### config.mk
export PLATFORM = sky130hd
export DESIGN_NAME = axis_insert_header_arbiter
export DESIGN_NICKNAME = d
export VERILOG_FILES = /design/src/rtl/axis_hdr_pkg.sv /design/src/rtl/axis_insert_header_arbiter_rr_arbiter.sv /design/src/rtl/axis_insert_header_arbiter.sv
export SDC_FILE = /design/constraint.sdc
export NUM_CORES = 1
export LEC_CHECK = 0
export BUFFER_PORTS_ARGS = -buffer_cell sky130_fd_sc_hd__buf_2
export CORE_AREA = 2 2 157 159
export DETAILED_ROUTE_END_ITERATION = 12
export DIE_AREA = 0 0 159 161
export PLACE_DENSITY_LB_ADDON = 0.12
export SYNTH_ARGS = -nofsm -noshare
export SYNTH_HDL_FRONTEND = slang
export SYNTH_HIERARCHICAL = 1
export SYNTH_SLANG_ARGS = --single-unit
### constraint.sdc
create_clock -name clk -period 2.53 [get_ports clk]
set_input_delay 0.253 -clock clk [delete_from_list [all_inputs] [get_ports clk]]
set_output_delay 0.253 -clock clk [all_outputs]
set_load 0.01 [all_outputs]
### src/rtl/axis_hdr_pkg.sv
// Shared types and default widths for the header-insertion arbiter slice.
// The state enum is used by the top FSM; the defaults size its parameters.
package axis_hdr_pkg;

    typedef enum logic [1:0] {
        IDLE = 2'd0,
        HDR  = 2'd1,
        BODY = 2'd2
    } state_e;

    localparam int DEF_DATA_WD = 32;
    localparam int DEF_NUM_SRC = 4;

endpackage

### src/rtl/axis_insert_header_arbiter_rr_arbiter.sv
// Combinational round-robin pick: the request vector is rotated so the search
// starts just above the previous grantee, then priority-encoded.
module rr_arbiter #(
    parameter int NUM_SRC = 4,
    parameter int SRC_WD  = $clog2(NUM_SRC)
) (
    input  logic [NUM_SRC-1:0] req,
    input  logic [SRC_WD-1:0]  last_grant,
    output logic [NUM_SRC-1:0] gnt,
    output logic [SRC_WD-1:0]  gnt_idx,
    output logic               any
);

    localparam logic [SRC_WD:0] NUM_SRC_W = (SRC_WD + 1)'(NUM_SRC);

    logic [SRC_WD:0]        inc_s;
    logic [SRC_WD:0]        start_s;
    logic [SRC_WD:0]        found_s;
    logic [SRC_WD:0]        sum_s;
    logic [SRC_WD:0]        wrap_s;
    logic [2*NUM_SRC-1:0]   dbl_s;
    logic [NUM_SRC-1:0]     rot_s;

    // Rotate-and-encode; the one-extra-bit sums absorb the modulo wrap
    always_comb begin
        inc_s   = {1'b0, last_grant} + (SRC_WD + 1)'(1);
        start_s = (inc_s >= NUM_SRC_W) ? (SRC_WD + 1)'(0) : inc_s;
        dbl_s   = {req, req} >> start_s;
        rot_s   = dbl_s[NUM_SRC-1:0];
        found_s = (SRC_WD + 1)'(0);
        for (int i = NUM_SRC - 1; i >= 0; i--) begin
            found_s = rot_s[i] ? (SRC_WD + 1)'(i) : found_s;
        end
        sum_s   = start_s + found_s;
        wrap_s  = (sum_s >= NUM_SRC_W) ? (sum_s - NUM_SRC_W) : sum_s;
        gnt_idx = SRC_WD'(wrap_s);
        any     = |req;
        gnt     = any ? (NUM_SRC'(1) << gnt_idx) : NUM_SRC'(0);
    end

endmodule

### src/rtl/axis_insert_header_arbiter.sv
// Shares one header-insertion datapath between NUM_SRC requesters: each grant
// forwards the winner's header, then its body, until the last beat is taken.
module axis_insert_header_arbiter
    import axis_hdr_pkg::*;
#(
    parameter int DATA_WD      = DEF_DATA_WD,
    parameter int DATA_BYTE_WD = DATA_WD / 8,
    parameter int BYTE_CNT_WD  = $clog2(DATA_BYTE_WD),
    parameter int NUM_SRC      = DEF_NUM_SRC,
    parameter int SRC_WD       = $clog2(NUM_SRC)
) (
    input  logic                              clk,
    input  logic                              rst_n,
    input  logic [NUM_SRC-1:0]                s_valid_insert,
    output logic [NUM_SRC-1:0]                s_ready_insert,
    input  logic [NUM_SRC*DATA_WD-1:0]        s_data_insert,
    input  logic [NUM_SRC*DATA_BYTE_WD-1:0]   s_keep_insert,
    input  logic [NUM_SRC*BYTE_CNT_WD-1:0]    s_byte_insert_cnt,
    input  logic [NUM_SRC-1:0]                s_valid_in,
    input  logic [NUM_SRC-1:0]                s_last_in,
    output logic [NUM_SRC-1:0]                s_ready_in,
    input  logic [NUM_SRC*DATA_WD-1:0]        s_data_in,
    input  logic [NUM_SRC*DATA_BYTE_WD-1:0]   s_keep_in,
    output logic                              m_valid_insert,
    input  logic                              m_ready_insert,
    output logic [DATA_WD-1:0]                m_data_insert,
    output logic [DATA_BYTE_WD-1:0]           m_keep_insert,
    output logic [BYTE_CNT_WD-1:0]            m_byte_insert_cnt,
    output logic                              m_valid_in,
    input  logic                              m_ready_in,
    output logic [DATA_WD-1:0]                m_data_in,
    output logic [DATA_BYTE_WD-1:0]           m_keep_in,
    output logic                              m_last_in,
    output logic [SRC_WD-1:0]                 grant_id,
    output logic                              busy
);

    state_e               state_q, state_d;
    logic [SRC_WD-1:0]    grant_id_q, grant_id_d;
    logic [SRC_WD-1:0]    last_grant_q, last_grant_d;
    logic [NUM_SRC-1:0]   grant_oh_q, grant_oh_d;
    logic [NUM_SRC-1:0]   arb_gnt_s;
    logic [SRC_WD-1:0]    arb_idx_s;
    logic                 arb_any_s;
    int                   sel_s;

    rr_arbiter #(
        .NUM_SRC (NUM_SRC),
        .SRC_WD  (SRC_WD)
    ) u_rr_arbiter (
        .req        (s_valid_insert),
        .last_grant (last_grant_q),
        .gnt        (arb_gnt_s),
        .gnt_idx    (arb_idx_s),
        .any        (arb_any_s)
    );

    // State and grant registers; async reset abandons any packet in flight
    always_ff @(posedge clk or negedge rst_n) begin
        if (!rst_n) begin
            state_q      <= IDLE;
            grant_id_q   <= SRC_WD'(0);
            last_grant_q <= SRC_WD'(NUM_SRC - 1);
            grant_oh_q   <= NUM_SRC'(0);
        end else begin
            state_q      <= state_d;
            grant_id_q   <= grant_id_d;
            last_grant_q <= last_grant_d;
            grant_oh_q   <= grant_oh_d;
        end
    end

    // Next-state: arbitrate only in IDLE, then hold the grant through the last body beat
    always_comb begin
        state_d      = state_q;
        grant_id_d   = grant_id_q;
        last_grant_d = last_grant_q;
        grant_oh_d   = grant_oh_q;
        case (state_q)
            IDLE: begin
                if (arb_any_s) begin
                    state_d      = HDR;
                    grant_id_d   = arb_idx_s;
                    last_grant_d = arb_idx_s;
                    grant_oh_d   = arb_gnt_s;
                end else begin
                    state_d = IDLE;
                end
            end
            HDR: begin
                if (m_valid_insert && m_ready_insert) begin
                    state_d = BODY;
                end else begin
                    state_d = HDR;
                end
            end
            BODY: begin
                if (m_valid_in && m_ready_in && m_last_in) begin
                    state_d = IDLE;
                end else begin
                    state_d = BODY;
                end
            end
            default: begin
                state_d = IDLE;
            end
        endcase
    end

    // Slice muxes: payloads follow grant_id, valids and readies are gated by state
    always_comb begin
        sel_s             = int'(grant_id_q);
        m_data_insert     = s_data_insert[sel_s*DATA_WD +: DATA_WD];
        m_keep_insert     = s_keep_insert[sel_s*DATA_BYTE_WD +: DATA_BYTE_WD];
        m_byte_insert_cnt = s_byte_insert_cnt[sel_s*BYTE_CNT_WD +: BYTE_CNT_WD];
        m_data_in         = s_data_in[sel_s*DATA_WD +: DATA_WD];
        m_keep_in         = s_keep_in[sel_s*DATA_BYTE_WD +: DATA_BYTE_WD];
        m_last_in         = s_last_in[grant_id_q];
        if (state_q == HDR) begin
            m_valid_insert = s_valid_insert[grant_id_q];
            s_ready_insert = grant_oh_q & {NUM_SRC{m_ready_insert}};
        end else begin
            m_valid_insert = 1'b0;
            s_ready_insert = NUM_SRC'(0);
        end
        if (state_q == BODY) begin
            m_valid_in = s_valid_in[grant_id_q];
            s_ready_in = grant_oh_q & {NUM_SRC{m_ready_in}};
        end else begin
            m_valid_in = 1'b0;
            s_ready_in = NUM_SRC'(0);
        end
    end

    assign grant_id = grant_id_q;
    assign busy     = (state_q != IDLE);

endmodule

# Yosys cells after proc, flatten, opt, wreduce, memory -nomap -nowiden
# Index checks and enable logic that the tools add are counted.
# totals
word_cells	48
regBits	10
# op_classes
muxes	20
n_addsub	3
n_shift	7
bitwise_logic	2
magnitude_cmp	3
n_eq_ne	2
reduce_logical	7
# op_table
operator	count
128-bit by 8-bit variable part select with 32-bit output	2
16-bit by 5-bit variable part select with 4-bit output	2
3-bit two-way mux	4
4-bit bitwise AND	2
2-bit two-way mux	4
4-bit two-way mux	2
8-bit by 4-bit variable part select with 2-bit output	1
8-bit by 3-bit >> shifter with 4-bit output	1
1-bit binary-select mux with 2-bit select	3
3-bit >= comparator (second input constant)	2
1-bit two-way mux	6
2-bit one-hot mux with 3 select lines	1
4-bit OR reduction	1
1-bit by 2-bit left shift with 4-bit output (first input constant)	1
2-bit by 1-bit adder with 3-bit output (second input constant)	1
3-bit adder	1
1-bit logical AND	3
2-bit by 3-bit < comparator with 1-bit output (second input constant)	1
2-bit by 1-bit == test with 1-bit output (second input constant)	1
2-bit == test (second input constant)	1
2-bit zero test	1
2-bit AND reduction	1
2-bit nonzero test	1
2-bit by 1-bit subtractor with 2-bit output (second input constant)	1

# Logic depth before layout (Yosys ltp)
# Gate-level depths: netlist (run 1).
# logic_depth
ltp_word	12
mapped_depth	11

# Hierarchy
# The synthesis (run 1) kept the hierarchy.
# modules_own_cells
mod	n_inst	seq_area_each_um2	area_each_um2	cells_per_inst
axis_insert_header_arbiter	1	252.7	2316.0	134
rr_arbiter	1	0.0	261.5	39

# Least setup slack after synthesis (run 1)
# Ideal clock, no wire load.
# synth_timing
path_kind	flip-flop to flip-flop
from	register last_grant_q[0]
to	register grant_oh_q[1]
t_arrival_ns	2.134
path_buffers	0
t_required_ns	2.405
path_stages_with_launch	10
slack_ns	0.271
setup_ns	0.125
cell_sequence	dfstp_2 > ha_1 > and2b_1 > a21oi_1 > o21ai_0 > ha_1 > nor2b_1 > nand2_1 > mux2i_1 > mux2_2
# synth_via
elab_chain_cells	12
elab_cells_between_ends	13
# synth_lines
element	line_no	text
start, declared	axis_insert_header_arbiter.sv:40	logic [SRC_WD-1:0] last_grant_q, last_grant_d;
start signal, assigned	axis_insert_header_arbiter.sv:63	last_grant_q <= SRC_WD'(NUM_SRC - 1);
start signal, assigned	axis_insert_header_arbiter.sv:68	last_grant_q <= last_grant_d;
2-bit by 1-bit adder with 3-bit output *	axis_insert_header_arbiter_rr_arbiter.sv:26	inc_s = {1'b0, last_grant} + (SRC_WD + 1)'(1);
3-bit >= comparator	axis_insert_header_arbiter_rr_arbiter.sv:27	start_s = (inc_s >= NUM_SRC_W) ? (SRC_WD + 1)'(0) : inc_s;
3-bit two-way mux *	axis_insert_header_arbiter_rr_arbiter.sv:27	
8-bit by 3-bit >> shifter with 4-bit output	axis_insert_header_arbiter_rr_arbiter.sv:28	dbl_s = {req, req} >> start_s;
2-bit two-way mux	axis_insert_header_arbiter_rr_arbiter.sv:32	found_s = rot_s[i] ? (SRC_WD + 1)'(i) : found_s;
3-bit two-way mux (3 in series)	axis_insert_header_arbiter_rr_arbiter.sv:32	
3-bit adder *	axis_insert_header_arbiter_rr_arbiter.sv:34	sum_s = start_s + found_s;
3-bit >= comparator / 2-bit by 1-bit subtractor with 2-bit output (equally long branches)	axis_insert_header_arbiter_rr_arbiter.sv:35	wrap_s = (sum_s >= NUM_SRC_W) ? (sum_s - NUM_SRC_W) : sum_s;
2-bit two-way mux *	axis_insert_header_arbiter_rr_arbiter.sv:35	
via arb_idx_s[0]	axis_insert_header_arbiter.sv:43	logic [SRC_WD-1:0] arb_idx_s;
1-bit by 2-bit left shift with 4-bit output *	axis_insert_header_arbiter_rr_arbiter.sv:38	gnt = any ? (NUM_SRC'(1) << gnt_idx) : NUM_SRC'(0);
via arb_gnt_s[1]	axis_insert_header_arbiter.sv:42	logic [NUM_SRC-1:0] arb_gnt_s;
end signal, assigned	axis_insert_header_arbiter.sv:69	grant_oh_q <= grant_oh_d;
end, declared	axis_insert_header_arbiter.sv:41	logic [NUM_SRC-1:0] grant_oh_q, grant_oh_d;
# Mark *: on every way through the listed nets, which the timed path passes. The rest lies on a longest branch.
# A chain may end at the register's enable or synchronous reset.

# Worst setup path after layout (run 1)
# Same ends and word-level chain as after synthesis.

==> results of run 1 <==
report_power, final:
group	total (W)	internal, W	switching, W
Clock	0.000310	0.000238	0.0000729
Sequential	0.000446	0.000261	0.000185
Combinational	0.00410	0.00221	0.00190
flip-flops by register name (all words and copies together) (netlist names):
register      count
grant_id          2
grant_oh_q        4
state_q           2
last_grant_q      2
how the worst max path moves through the flow:
stage	endpoint	slack (ns)	cells after the start
floorplan	grant_oh_q[1]	0.27	9
global placement	grant_oh_q[3]	0.16	11
detailed placement	grant_oh_q[1]	0.14	11
CTS	grant_oh_q[3]	0.13	11
global route	grant_id[1]	0.03	10
finish	grant_oh_q[1]	0.14	11
critical path, stage by stage, from the launching register on:
cell                      delay (ns)
sky130_fd_sc_hd__dfstp_2        0.52
sky130_fd_sc_hd__ha_1           0.26
sky130_fd_sc_hd__nand2_1        0.11
sky130_fd_sc_hd__a21oi_1        0.16
sky130_fd_sc_hd__nor2_1         0.06
sky130_fd_sc_hd__a21oi_1        0.12
sky130_fd_sc_hd__o21ai_1        0.08
sky130_fd_sc_hd__ha_1           0.35
sky130_fd_sc_hd__nor2b_1        0.16
sky130_fd_sc_hd__nand2_1        0.11
sky130_fd_sc_hd__mux2i_1        0.07
sky130_fd_sc_hd__mux2_2         0.27
Yosys cell counts:
cell	number	share of area (%)
sky130_fd_sc_hd__dfstp_2	2	2.0
sky130_fd_sc_hd__nor3_1	1	0.19
sky130_fd_sc_hd__xor2_1	1	0.34
sky130_fd_sc_hd__mux4_2	77	67
sky130_fd_sc_hd__buf_6	2	0.87
sky130_fd_sc_hd__and3_4	1	0.44
sky130_fd_sc_hd__dfrtp_1	8	7.8
sky130_fd_sc_hd__xnor2_1	2	0.68
sky130_fd_sc_hd__buf_4	5	1.5
sky130_fd_sc_hd__o21ai_1	1	0.19
sky130_fd_sc_hd__nor2b_1	3	0.73
sky130_fd_sc_hd__a31oi_1	1	0.24
sky130_fd_sc_hd__o22ai_4	1	0.78
sky130_fd_sc_hd__o21a_1	2	0.58
sky130_fd_sc_hd__o211ai_1	2	0.58
sky130_fd_sc_hd__and2b_1	1	0.29
sky130_fd_sc_hd__and3_1	8	1.9
sky130_fd_sc_hd__ha_1	2	0.97
sky130_fd_sc_hd__or2_2	1	0.24
sky130_fd_sc_hd__a21oi_1	2	0.39
sky130_fd_sc_hd__o21ai_0	2	0.39
sky130_fd_sc_hd__buf_2	9	1.7
sky130_fd_sc_hd__nor4_1	1	0.24
sky130_fd_sc_hd__clkbuf_1	3	0.44
sky130_fd_sc_hd__inv_1	4	0.58
sky130_fd_sc_hd__nand2_1	6	0.87
sky130_fd_sc_hd__and2_1	2	0.49
sky130_fd_sc_hd__o22ai_1	1	0.24
sky130_fd_sc_hd__nor2_2	1	0.24
sky130_fd_sc_hd__nor2_1	7	1.0
sky130_fd_sc_hd__a2bb2oi_1	2	0.68
sky130_fd_sc_hd__mux2i_1	4	1.6
sky130_fd_sc_hd__mux2_2	8	3.5
logic make-up after synthesis:
logic type | count (synthesis) | share of synthesized area (%)
XOR/XNOR | 3 | 1.02
adder cells (fa/ha/maj) | 2 | 0.971
AO/OA/AOI/OAI | 14 | 4.08
AND/OR/NAND/NOR | 32 | 6.70
multiplexers | 89 | 72.3
buffers and inverters | 23 | 5.10
flip-flops | 10 | 9.81
per-layer routing:
layer | wire length (um) | share of wire [%]
met5 | 0 | 0
met4 | 162 | 1.1
met3 | 1140 | 7.5
met2 | 8500 | 56
met1 | 5280 | 35
what timing repair did:
item	4_1_cts	5_1_grt
hold buffers	1	0
hold endpoints to repair	8	0
gates resized for setup	0	1
endpoints found under the setup margin	0	3
cell type report:
class                      count  area (um^2)  share of cell area, %
multi-input combinational    140         2190                   43.4
tap                          324          405                   8.02
inverter                       4         15.0                  0.297
sequential                    10          260                   5.15
clock buffer                   4         88.8                   1.76
antenna                        3         7.51                  0.149
timing repair buffer         405         2080                   41.2
metrics by stage:
stage / worst slack [ns] / hold WS [ns]
detailed placement: 0.142 / 0.131
floorplan: 0.271 / -0.0426
CTS: 0.130 / 0.380
global placement: 0.163 / 0.128
global route: 0.0293 / 0.416
finish: 0.143 / 0.380
==> out/summary.log, run 1 <==
INFO  die            design.portCount=400
INFO  cts            clock_tree.htree_level_count=1
INFO  drt            detail_route.first_pass.iterations=6
INFO  critical_path  rrSetupSlack=0.14ns
INFO  cts            tritoncts_num_sinks=10
INFO  drt            detail_route.wirelength=15,100um
INFO  pwr            power_leakage=2.49nW
INFO  pwr            vdd.ir_drop.worst=527uV
INFO  final_layout   nFillCells=2,675
INFO  sta            grt_setup_unrepaired=no
INFO  global_route   busiest_layer=met2
INFO  final_layout   fraction_of_final_layout_cells_sized_beyond_drive_strength_1=89.0%
INFO  final_layout   layout.cells.most_common=sky130_fd_sc_hd__buf_2
INFO  cts            post_cts_buffers=0
INFO  critical_path  critical_path_class=register to register
INFO  global_route   via_count_of_the_first_global_routing_pass=3,827
INFO  sta            slew_violations=0
INFO  outcome        status=complete, no violations
INFO  drt            detailroute.via_count=3,464
INFO  synth          mappedNetlistArea=2580um^2
INFO  global_route   gr-usage-met2=22.1%
INFO  cts            cts_made_buffers=3
INFO  hold_path      min-delay-start=m_ready_in
INFO  critical_path  critical_path.reg2reg.startpoint=last_grant_q[0]
INFO  critical_path  launch_point_of_the_worst_path=last_grant_q[0]
INFO  critical_path  setup.worst_path.end_class=register
INFO  drt            routed_wire_length_per_instance=16.9um
INFO  final_layout   layout.cells.most_common_list=sky130_fd_sc_hd__buf_2, sky130_fd_sc_hd__mux4_2, sky130_fd_sc_hd__and3_1, sky130_fd_sc_hd__mux2_2, sky130_fd_sc_hd__nor2_1
INFO  sta            finalSetupTns=0ns
INFO  synth          synth_nets=487
INFO  global_route   grt_remaining_overflow=0
INFO  final_layout   final_area=5050um^2
INFO  placed_design  buffer_ports.inserted=399
INFO  final_layout   final_net_count=878
INFO  hold_path      min_path_cells=3
INFO  global_route   grt_first_pass_wirelength=22,100um
INFO  sta            finalHoldViolations=0
INFO  hold_path      worst_hold_path.endpoint=state_q[1]
INFO  synth          syn_avg_cell_area=14.9um^2
INFO  sta            final_min_period_over_clock_period=94.4%
INFO  sta            tightestPinTransition=0.516ns
INFO  critical_path  maximum_fanout_along_the_worst_path=6
INFO  critical_path  timing.rr.end=grant_oh_q[1]
INFO  global_route   initial_antenna_violation_count=3
INFO  die            die-width=159um
INFO  placed_design  detailed_place.area=4950um^2
INFO  cts            clock_tree_from_tritoncts=yes
INFO  synth          seq_area_frac_synth=9.81%
INFO  pwr            post-layout-total-power=0.00486W
INFO  die            fp-row-count=57
INFO  final_layout   number_of_standard_cells_in_the_layout_taps_in_and_fillers_out=890
INFO  synth          synth.distinct_cells=33
INFO  drt            final_antenna_net_count=0
INFO  synth          yosysWarnings=6
INFO  die            fp.coreArea=24,000um^2
INFO  die            die_h=161um
INFO  placed_design  hpwlAfterDp=13,800um
INFO  die            floorplan.die_area=25,600um^2
INFO  final_layout   post-route-util=21.1%
INFO  drt            viasPerCell=3.89
INFO  cts            ctsLongestPathBuffers=2
INFO  die            initial_utilization=10.8%
INFO  global_route   globalRouteMet3Util=2.16%
INFO  run            max_cap_viol_count=0
INFO  drt            drt_first_iter_violations=89
INFO  sta            slew_headroom=65.3%
INFO  critical_path  worst_ep_required_time=2.65ns
INFO  cts            worst_skew_pair.late_latency=0.24ns
INFO  synth          postSynthCellCount=173
INFO  synth          ys_seq_elements=10
INFO  critical_path  crit_path_start_kind=register
INFO  cts            ctsRootBufferMaster=sky130_fd_sc_hd__clkbuf_16
INFO  sta            timing.final.crit_period=2.39ns
INFO  final_layout   syn_to_final_growth=96.0%
INFO  global_route   track_usage=11.1%
INFO  drt            drcViolationCount=0
INFO  global_route   grt_start_max_net_pins=44
INFO  critical_path  worst-r2r-cell-count=11
INFO  sta            fmax=419MHz
INFO  sta            setup_viol=0
INFO  hold_path      hold_path.class=input port to register
INFO  cts            clk_pin_slew=0.04ns
INFO  placed_design  routabilityCongestion=0.837
INFO  sta            worst_clock_skew=0.000320ns
INFO  pwr            power_density=962nW/um^2
INFO  global_route   grt_util_met1=11.9%
INFO  placed_design  placed_cells_incl_taps=882
INFO  critical_path  arrival=2.50ns
No activity file was read; power rests on OpenSTA's default activity.
==> run 2, diff against run 1 <==
--- a/config.mk
+++ b/config.mk
@@ -6,9 +6,9 @@
 export NUM_CORES = 1
 export LEC_CHECK = 0
 export BUFFER_PORTS_ARGS = -buffer_cell sky130_fd_sc_hd__buf_2
-export CORE_AREA = 2 2 157 159
+export CORE_AREA = 2 2 156 158
 export DETAILED_ROUTE_END_ITERATION = 12
-export DIE_AREA = 0 0 159 161
+export DIE_AREA = 0 0 158 160
 export PLACE_DENSITY_LB_ADDON = 0.12
 export SYNTH_ARGS = -nofsm -noshare
 export SYNTH_HDL_FRONTEND = slang
==> constraint.sdc (replaced) <==
create_clock -name clk -period 1.96 [get_ports clk]
set_input_delay 0.196 -clock clk [delete_from_list [all_inputs] [get_ports clk]]
set_output_delay 0.196 -clock clk [all_outputs]
set_load 0.01 [all_outputs]
==> out/summary.log, run 2 (synthesis results as in run 1) <==
INFO  outcome        status=finished, violations left
INFO  outcome        failed_checks=setup timing
INFO  pwr            switching_share=42.0% [-2.3 points]
INFO  final_layout   layout.cells.most_common_list=sky130_fd_sc_hd__buf_2, sky130_fd_sc_hd__mux4_2, sky130_fd_sc_hd__buf_4
INFO  sta            finalSetupTns=-0.914ns [-0.914 ns]
INFO  sta            slew_violations=0 [unchanged]
INFO  final_layout   layout.cells.most_common=sky130_fd_sc_hd__buf_2
INFO  drt            detailroute.via_count=3,612 [+4.3%]
INFO  pwr            power_leakage=2.71nW [+8.7%]
INFO  placed_design  buffer_ports.inserted=399 [unchanged]
INFO  cts            ctsLongestPathBuffers=2 [unchanged]
INFO  critical_path  slowest_delay=0.55ns [+0.03 ns]
INFO  die            initial_utilization=10.8% [+0.064 points]
INFO  sta            final.setup.worst_slack=-0.159ns [-0.302 ns]
INFO  die            floorplan.die_area=25,300um^2 [-1.2%]
INFO  sta            fmax=472MHz [+13%]
INFO  cts            clk_pin_slew=0.04ns [about the same]
INFO  cts            clock_tree_from_tritoncts=yes
INFO  placed_design  hpwlAfterDp=14,500um [+5.3%]
INFO  drt            detail_route.wirelength=17,100um [+13%]
INFO  final_layout   largest_register=grant_oh_q
INFO  drt            routed_wire_length_per_instance=18.7um [+11%]
INFO  pwr            power_report.internal_total=0.00446W [+65%]
INFO  sta            tightestPinTransition=0.530ns [+0.0145 ns]
INFO  drt            viasPerCell=3.96 [+1.8%]
INFO  critical_path  series_of_cell_instances_along_the_critical_path=ha_4, nand2_4, a21oi_2, nor2_1, a21oi_2, o21ai_2, ha_4, nor2b_4, nand2_2, mux2i_1, mux2_4
INFO  cts            tritoncts_num_sinks=10 [unchanged]
INFO  sta            timing.final.crit_period=2.12ns [-0.268 ns]
INFO  drt            detail_route.first_pass.iterations=4 [-2]
INFO  global_route   initial_antenna_violation_count=4 [+1]
INFO  critical_path  critical_path_class=register to register
INFO  pwr            power_density=1390nW/um^2 [+44%]
INFO  global_route   grt_start_max_net_pins=43 [-2.3%]
INFO  final_layout   nFillCells=2,645 [-1.1%]
INFO  final_layout   syn_to_final_growth=115%
INFO  sta            finalHoldViolations=0 [unchanged]
INFO  final_layout   largest_reg_flops=4 [unchanged]
INFO  pwr            combinationalPowerShare=89.0% [+4.6 points]
INFO  final_layout   fraction_of_final_layout_cells_sized_beyond_drive_strength_1=91.6% [+2.6 points]
INFO  pwr            power.net_switching=0.00323W [+50%]
INFO  drt            final_antenna_net_count=0 [unchanged]
INFO  pwr            vdd.ir_drop.worst=630uV [+20%]
INFO  cts            worst_skew_pair.late_latency=0.24ns [about the same]
INFO  sta            slew_headroom=64.6% [-0.69 points]
INFO  final_layout   final_net_count=900 [+2.5%]
INFO  sta            final_min_period_over_clock_period=108% [+14 points]
INFO  sta            setup_viol=8 [+8]
INFO  critical_path  worst_ep_required_time=2.08ns [-0.57 ns]
INFO  drt            drt_first_iter_violations=122 [+37%]
INFO  critical_path  crit_path_start_kind=register
INFO  pwr            clkPwrFrac=4.8% [-1.6 points]
INFO  global_route   grt_first_pass_wirelength=22,800um [+2.9%]
INFO  die            fp-row-count=57 [unchanged]
INFO  die            fp.coreArea=23,800um^2 [-0.60%]
INFO  pwr            p_seq_share=6.2% [-3.0 points]
INFO  critical_path  setup.worst_path.end_class=register
INFO  critical_path  maximum_fanout_along_the_worst_path=5 [-1]
INFO  drt            drcViolationCount=0 [unchanged]
INFO  die            die_h=160um [-0.62%]
INFO  global_route   via_count_of_the_first_global_routing_pass=3,857 [+0.78%]
INFO  placed_design  routabilityCongestion=0.825 [-1.5%]
INFO  die            die-width=158um [-0.63%]
INFO  critical_path  cp_slowest_cell=sky130_fd_sc_hd__dfstp_2
INFO  final_layout   post-route-util=23.2% [+2.2 points]
INFO  sta            worst_clock_skew=0.00462ns [+0.00430 ns]
INFO  sta            grt_setup_unrepaired=yes
INFO  hold_path      hold_path.class=input port to asynchronous set/reset pin
INFO  critical_path  arrival=2.24ns [-0.26 ns]
INFO  global_route   grt_remaining_overflow=0 [unchanged]
INFO  global_route   track_usage=12.1% [+0.98 points]
INFO  cts            cts_made_buffers=3 [unchanged]
INFO  die            design.portCount=400 [unchanged]
INFO  run            max_cap_viol_count=0 [unchanged]
INFO  cts            clock_tree.htree_level_count=1 [unchanged]
INFO  cts            ctsRootBufferMaster=sky130_fd_sc_hd__clkbuf_16
[run 2: cell types whose count changed in the layout (fill, tap and decap cells not counted), sizes merged]
cell | before | now
buf | 404 | 424
clkbuf | 4 | 6
[run 2: final cells by class]
class / count / area, um^2 / share of cell area (%)
repair buffers: 427 / 2470 / 44.5
multi-input cells: 140 / 2300 / 41.6
well taps: 324 / 405 / 7.32
flip-flops and latches: 10 / 260 / 4.70
clock buffers: 4 / 78.8 / 1.42
inverters: 4 / 15.0 / 0.271
diodes: 3 / 7.51 / 0.136
[run 2: power by group through the flow]
stage	sequential, W	clock, W	combinational (W)
global placement	0.000477	0	0.00581
detailed placement	0.000482	0	0.00583
global route	0.000497	0.000388	0.00740
finish	0.000476	0.000370	0.00685
CTS	0.000480	0.000379	0.00663
floorplan	0.000411	0	0.00379
[run 2: metrics by stage]
stage | cell area [um^2] | power [W] | hold slack (ns) | worst slack [ns] | std cells
4_1_cts | 5410 | 0.00749 | 0.347 | -0.173 | 904
5_1_grt | 5530 | 0.00829 | 0.369 | -0.253 | 911
3_5_place_dp | 5050 | 0.00632 | 0.0798 | -0.228 | 889
2_1_floorplan | 2600 | 0.00420 | -0.0996 | -0.177 | 173
6_report | 5540 | 0.00769 | 0.351 | -0.159 | 912
3_3_place_gp | 5050 | 0.00629 | 0.0821 | -0.267 | 889
[run 2: worst paths after layout]
check                                      from         endpoint  slack [ns]  cells past startpoint
worst max-delay path            last_grant_q[0]    grant_oh_q[1]       -0.16                     11
worst min-delay path                      rst_n       state_q[0]        0.35                      2
worst max register to register  last_grant_q[0]    grant_oh_q[1]       -0.16                     11
worst min register to register       state_q[0]       state_q[1]        0.52                      1
max in group asynchronous                 rst_n  last_grant_q[1]        1.34                      2
min in group clk                     m_ready_in       state_q[1]        0.35                      3
[run 2: layer usage]
layer	part of all wire (%)	global-route usage [%]	routed length (um)
met5	0.076	0	13
met4	2.0	3.07	339
met3	8.5	2.52	1460
met2	55	24.3	9330
met1	35	12.3	5950
[run 2: worst max-delay path: cells and delay by family, from the launching register on]
kind	cells	cell delay (ns)
and+or+nand+nor	4	0.41
DFF	1	0.55
muxes	2	0.32
AOI/OAI and AO/OA	3	0.26
adders and majority gates	2	0.46
[run 2: repair_timing]
item	4_1_cts	5_1_grt
resized for setup	27	10
gates cloned	2	3
hold endpoints to repair	8	0
hold buffers	1	0
setup buffers	8	4
pin swaps	12	5
endpoints found under the setup margin	13	47
==> run 3, diff against run 2 <==
--- a/config.mk
+++ b/config.mk
@@ -7,6 +7,7 @@
 export LEC_CHECK = 0
 export BUFFER_PORTS_ARGS = -buffer_cell sky130_fd_sc_hd__buf_2
 export CORE_AREA = 2 2 156 158
+export CTS_CLUSTER_SIZE = 24
 export DETAILED_ROUTE_END_ITERATION = 12
 export DIE_AREA = 0 0 158 160
 export PLACE_DENSITY_LB_ADDON = 0.12
==> constraint.sdc (replaced) <==
create_clock -name clk -period 1.8 [get_ports clk]
set_input_delay 0.54 -clock clk [delete_from_list [all_inputs] [get_ports clk]]
set_output_delay 0.54 -clock clk [all_outputs]
set_load 0.01 [all_outputs]
==> out/summary.log, run 3 (synthesis results as in run 1) <==
INFO  outcome        status=finished, violations left
INFO  outcome        failed_checks=setup timing
INFO  cts            clock_tree.htree_level_count=1 [unchanged]
INFO  sta            finalHoldViolations=0 [unchanged]
INFO  global_route   grt_first_pass_wirelength=23,400um [+2.8%]
INFO  critical_path  maximum_fanout_along_the_worst_path=10 [+5]
INFO  critical_path  launch_point_of_the_worst_path=grant_id[0]
INFO  sta            slew_violations=0 [unchanged]
INFO  critical_path  setup.worst_path.end_class=primary output
INFO  cts            cts-hold-fix-buffers=0 [-1]
INFO  critical_path  worst-r2r-cell-count=11 [unchanged]
INFO  drt            routed_wire_length_per_instance=18.4um [-1.7%]
INFO  global_route   via_count_of_the_first_global_routing_pass=3,816 [-1.1%]
INFO  cts            ctsRootBufferMaster=sky130_fd_sc_hd__clkbuf_16
INFO  critical_path  timing.critical_path.to=m_data_insert[18]
INFO  die            floorplan.die_area=25,300um^2 [unchanged]
INFO  sta            fin_hold_ws=0.175ns [-0.177 ns]
INFO  final_layout   antenna_cells_inserted=0 [-3]
INFO  cts            worst_skew_pair.late_latency=0.24ns [about the same]
INFO  global_route   track_usage=12.3% [+0.17 points]
INFO  drt            m1WireLength=6500um [+9.3%]
INFO  drt            detail_route.wirelength=16,900um [-1.1%]
INFO  sta            final.setup.worst_slack=-0.432ns [-0.273 ns]
INFO  sta            worst_clock_skew=0.00599ns [+0.00137 ns]
INFO  cts            clk_pin_slew=0.04ns [about the same]
INFO  critical_path  worst_ep_required_time=1.26ns [-0.82 ns]
INFO  final_layout   largest_register=grant_oh_q
INFO  global_route   initial_antenna_violation_count=2 [-2]
INFO  final_layout   layout.cells.most_common_list=sky130_fd_sc_hd__buf_2, sky130_fd_sc_hd__mux4_2, sky130_fd_sc_hd__buf_6
INFO  sta            fmax=448MHz
INFO  drt            drcViolationCount=0 [unchanged]
INFO  sta            grt_setup_unrepaired=yes
INFO  critical_path  crit_path_start_kind=register
INFO  global_route   grt_remaining_overflow=0 [unchanged]
INFO  critical_path  cp.buffers_inverters=3 [+3]
INFO  critical_path  cp_slowest_cell=sky130_fd_sc_hd__mux4_2
INFO  critical_path  slowest_delay=0.54ns [about the same]
INFO  critical_path  timing.rr.end=grant_oh_q[1]
INFO  sta            tightestPinTransition=0.559ns [+0.0289 ns]
INFO  sta            slew_headroom=62.7% [-1.9 points]
INFO  placed_design  placed_cells_incl_taps=902 [+1.5%]
INFO  final_layout   post-route-util=25.3% [+2.1 points]
INFO  final_layout   fraction_of_final_layout_cells_sized_beyond_drive_strength_1=94.4% [+2.8 points]
INFO  placed_design  routabilityCongestion=0.825 [about the same]
INFO  sta            final_min_period_over_clock_period=124%
INFO  die            fp.coreArea=23,800um^2 [unchanged]
INFO  run            max_cap_viol_count=0 [unchanged]
INFO  cts            clock_tree_from_tritoncts=yes
INFO  placed_design  buffer_ports.inserted=399 [unchanged]
INFO  final_layout   number_of_standard_cells_in_the_layout_taps_in_and_fillers_out=918 [+0.66%]
INFO  critical_path  critical_path_class=register to primary output
INFO  hold_path      hold_path.class=input port to asynchronous set/reset pin
INFO  drt            detail_route.first_pass.iterations=4 [unchanged]
INFO  final_layout   syn_to_final_growth=134%
INFO  critical_path  critical_path.top_delay_family=multiplexers
INFO  drt            viasPerCell=3.91 [-1.3%]
INFO  cts            cts_made_buffers=3 [unchanged]
INFO  cts            tritoncts_num_sinks=10 [unchanged]
INFO  sta            setup_viol=85 [+77]
INFO  pwr            power_density=1590nW/um^2 [+14%]
INFO  pwr            vdd.ir_drop.worst=491uV [-22%]
INFO  critical_path  arrival=1.69ns [-0.55 ns]
INFO  drt            topRoutingLayerUsed=met5
INFO  pwr            power_leakage=2.89nW [+6.5%]
INFO  placed_design  hpwlAfterDp=14,900um [+3.1%]
INFO  die            die-width=158um [unchanged]
INFO  final_layout   final_net_count=909 [+1.0%]
INFO  drt            detailroute.wirelength.met2=8970um [-3.9%]
INFO  cts            ctsLongestPathBuffers=2 [unchanged]
INFO  final_layout   layout.cells.most_common=sky130_fd_sc_hd__buf_2
INFO  die            design.portCount=400 [unchanged]
INFO  critical_path  timing.critical_path.depth=4 [-7]
INFO  die            fp-row-count=57 [unchanged]
INFO  global_route   grt_start_max_net_pins=42 [-2.3%]
INFO  critical_path  crit_path_most_repeated_cell=sky130_fd_sc_hd__buf_12
INFO  die            die_h=160um [unchanged]
INFO  critical_path  critical_path.reg2reg.startpoint=last_grant_q[1]
INFO  drt            detailroute.via_count=3,588 [-0.66%]
INFO  drt            drt_first_iter_violations=210 [+72%]
INFO  critical_path  rrSetupSlack=-0.29ns [-0.13 ns]
INFO  drt            met3WireLength=1220um [-16%]
INFO  sta            timing.final.crit_period=2.23ns
INFO  critical_path  series_of_cell_instances_along_the_critical_path=buf_12, buf_12, mux4_2, buf_6
INFO  drt            final_antenna_net_count=0 [unchanged]
INFO  die            initial_utilization=10.8% [unchanged]
INFO  final_layout   largest_reg_flops=4 [unchanged]
-- run 3: layout make-up --
class	count	area [um^2]
multi-input cells	140	2400
fillers	2624	17800
repair buffers	436	2880
well taps	324	405
inverters	4	15.0
clock buffers	4	78.8
flip-flops and latches	10	263
-- run 3: metal layers --
metal | vias up | track usage, %
met5 | - | 0
met4 | 4 | 1.43
met3 | 16 | 2.77
met2 | 150 | 22.8
met1 | 1791 | 14.7
li1 | 1627 | -
-- run 3: per-stage QoR --
stage / area (um^2) / TNS [ns] / worst slack, ns / power [W]
final: 6040 / -31.74 / -0.432 / 0.00959
after global routing: 6040 / -37.35 / -0.512 / 0.0103
after CTS: 5640 / -33.81 / -0.458 / 0.00867
after detailed placement: 5210 / -14.91 / -0.366 / 0.00717
after global placement: 5210 / -14.92 / -0.425 / 0.00716
after floorplan: 2700 / -7.34 / -0.327 / 0.00483
-- run 3: worst register-to-register path, cell delays in order, from the launching register on --
cell                      delay (ns)
sky130_fd_sc_hd__dfstp_2        0.55
sky130_fd_sc_hd__ha_4           0.23
sky130_fd_sc_hd__nand2_4        0.07
sky130_fd_sc_hd__a21oi_2        0.05
sky130_fd_sc_hd__nor2_1         0.11
sky130_fd_sc_hd__a21oi_2        0.05
sky130_fd_sc_hd__o21ai_2        0.15
sky130_fd_sc_hd__ha_4           0.24
sky130_fd_sc_hd__nor2b_4        0.13
sky130_fd_sc_hd__nand2_2        0.07
sky130_fd_sc_hd__mux2i_1        0.07
sky130_fd_sc_hd__mux2_2         0.27
-- run 3: worst min path at each step --
stage               slack, ns     endpoint
finish                   0.17  grant_id[0]
detailed placement       0.44  grant_id[1]
CTS                      0.19  grant_id[0]
global route             0.19  grant_id[0]
global placement         0.43  grant_id[1]
floorplan                0.24  grant_id[0]
-- run 3: power breakdown --
group / leakage (nW) / switching, W / internal, W / total, W
sequential: 0.116 / 0.000127 / 0.000374 / 0.000501
clock: 0.0382 / 0.000103 / 0.000297 / 0.000400
combinational: 2.73 / 0.00351 / 0.00519 / 0.00869
total: 2.89 / 0.00374 / 0.00586 / 0.00959
-- run 3: what timing repair did --
item / in CTS / in global routing
endpoints found under the setup margin: 89 / 94
setup buffers: 5 / 5
pin swaps: 7 / 6
resized for setup: 52 / 67
gates cloned: 2 / 1
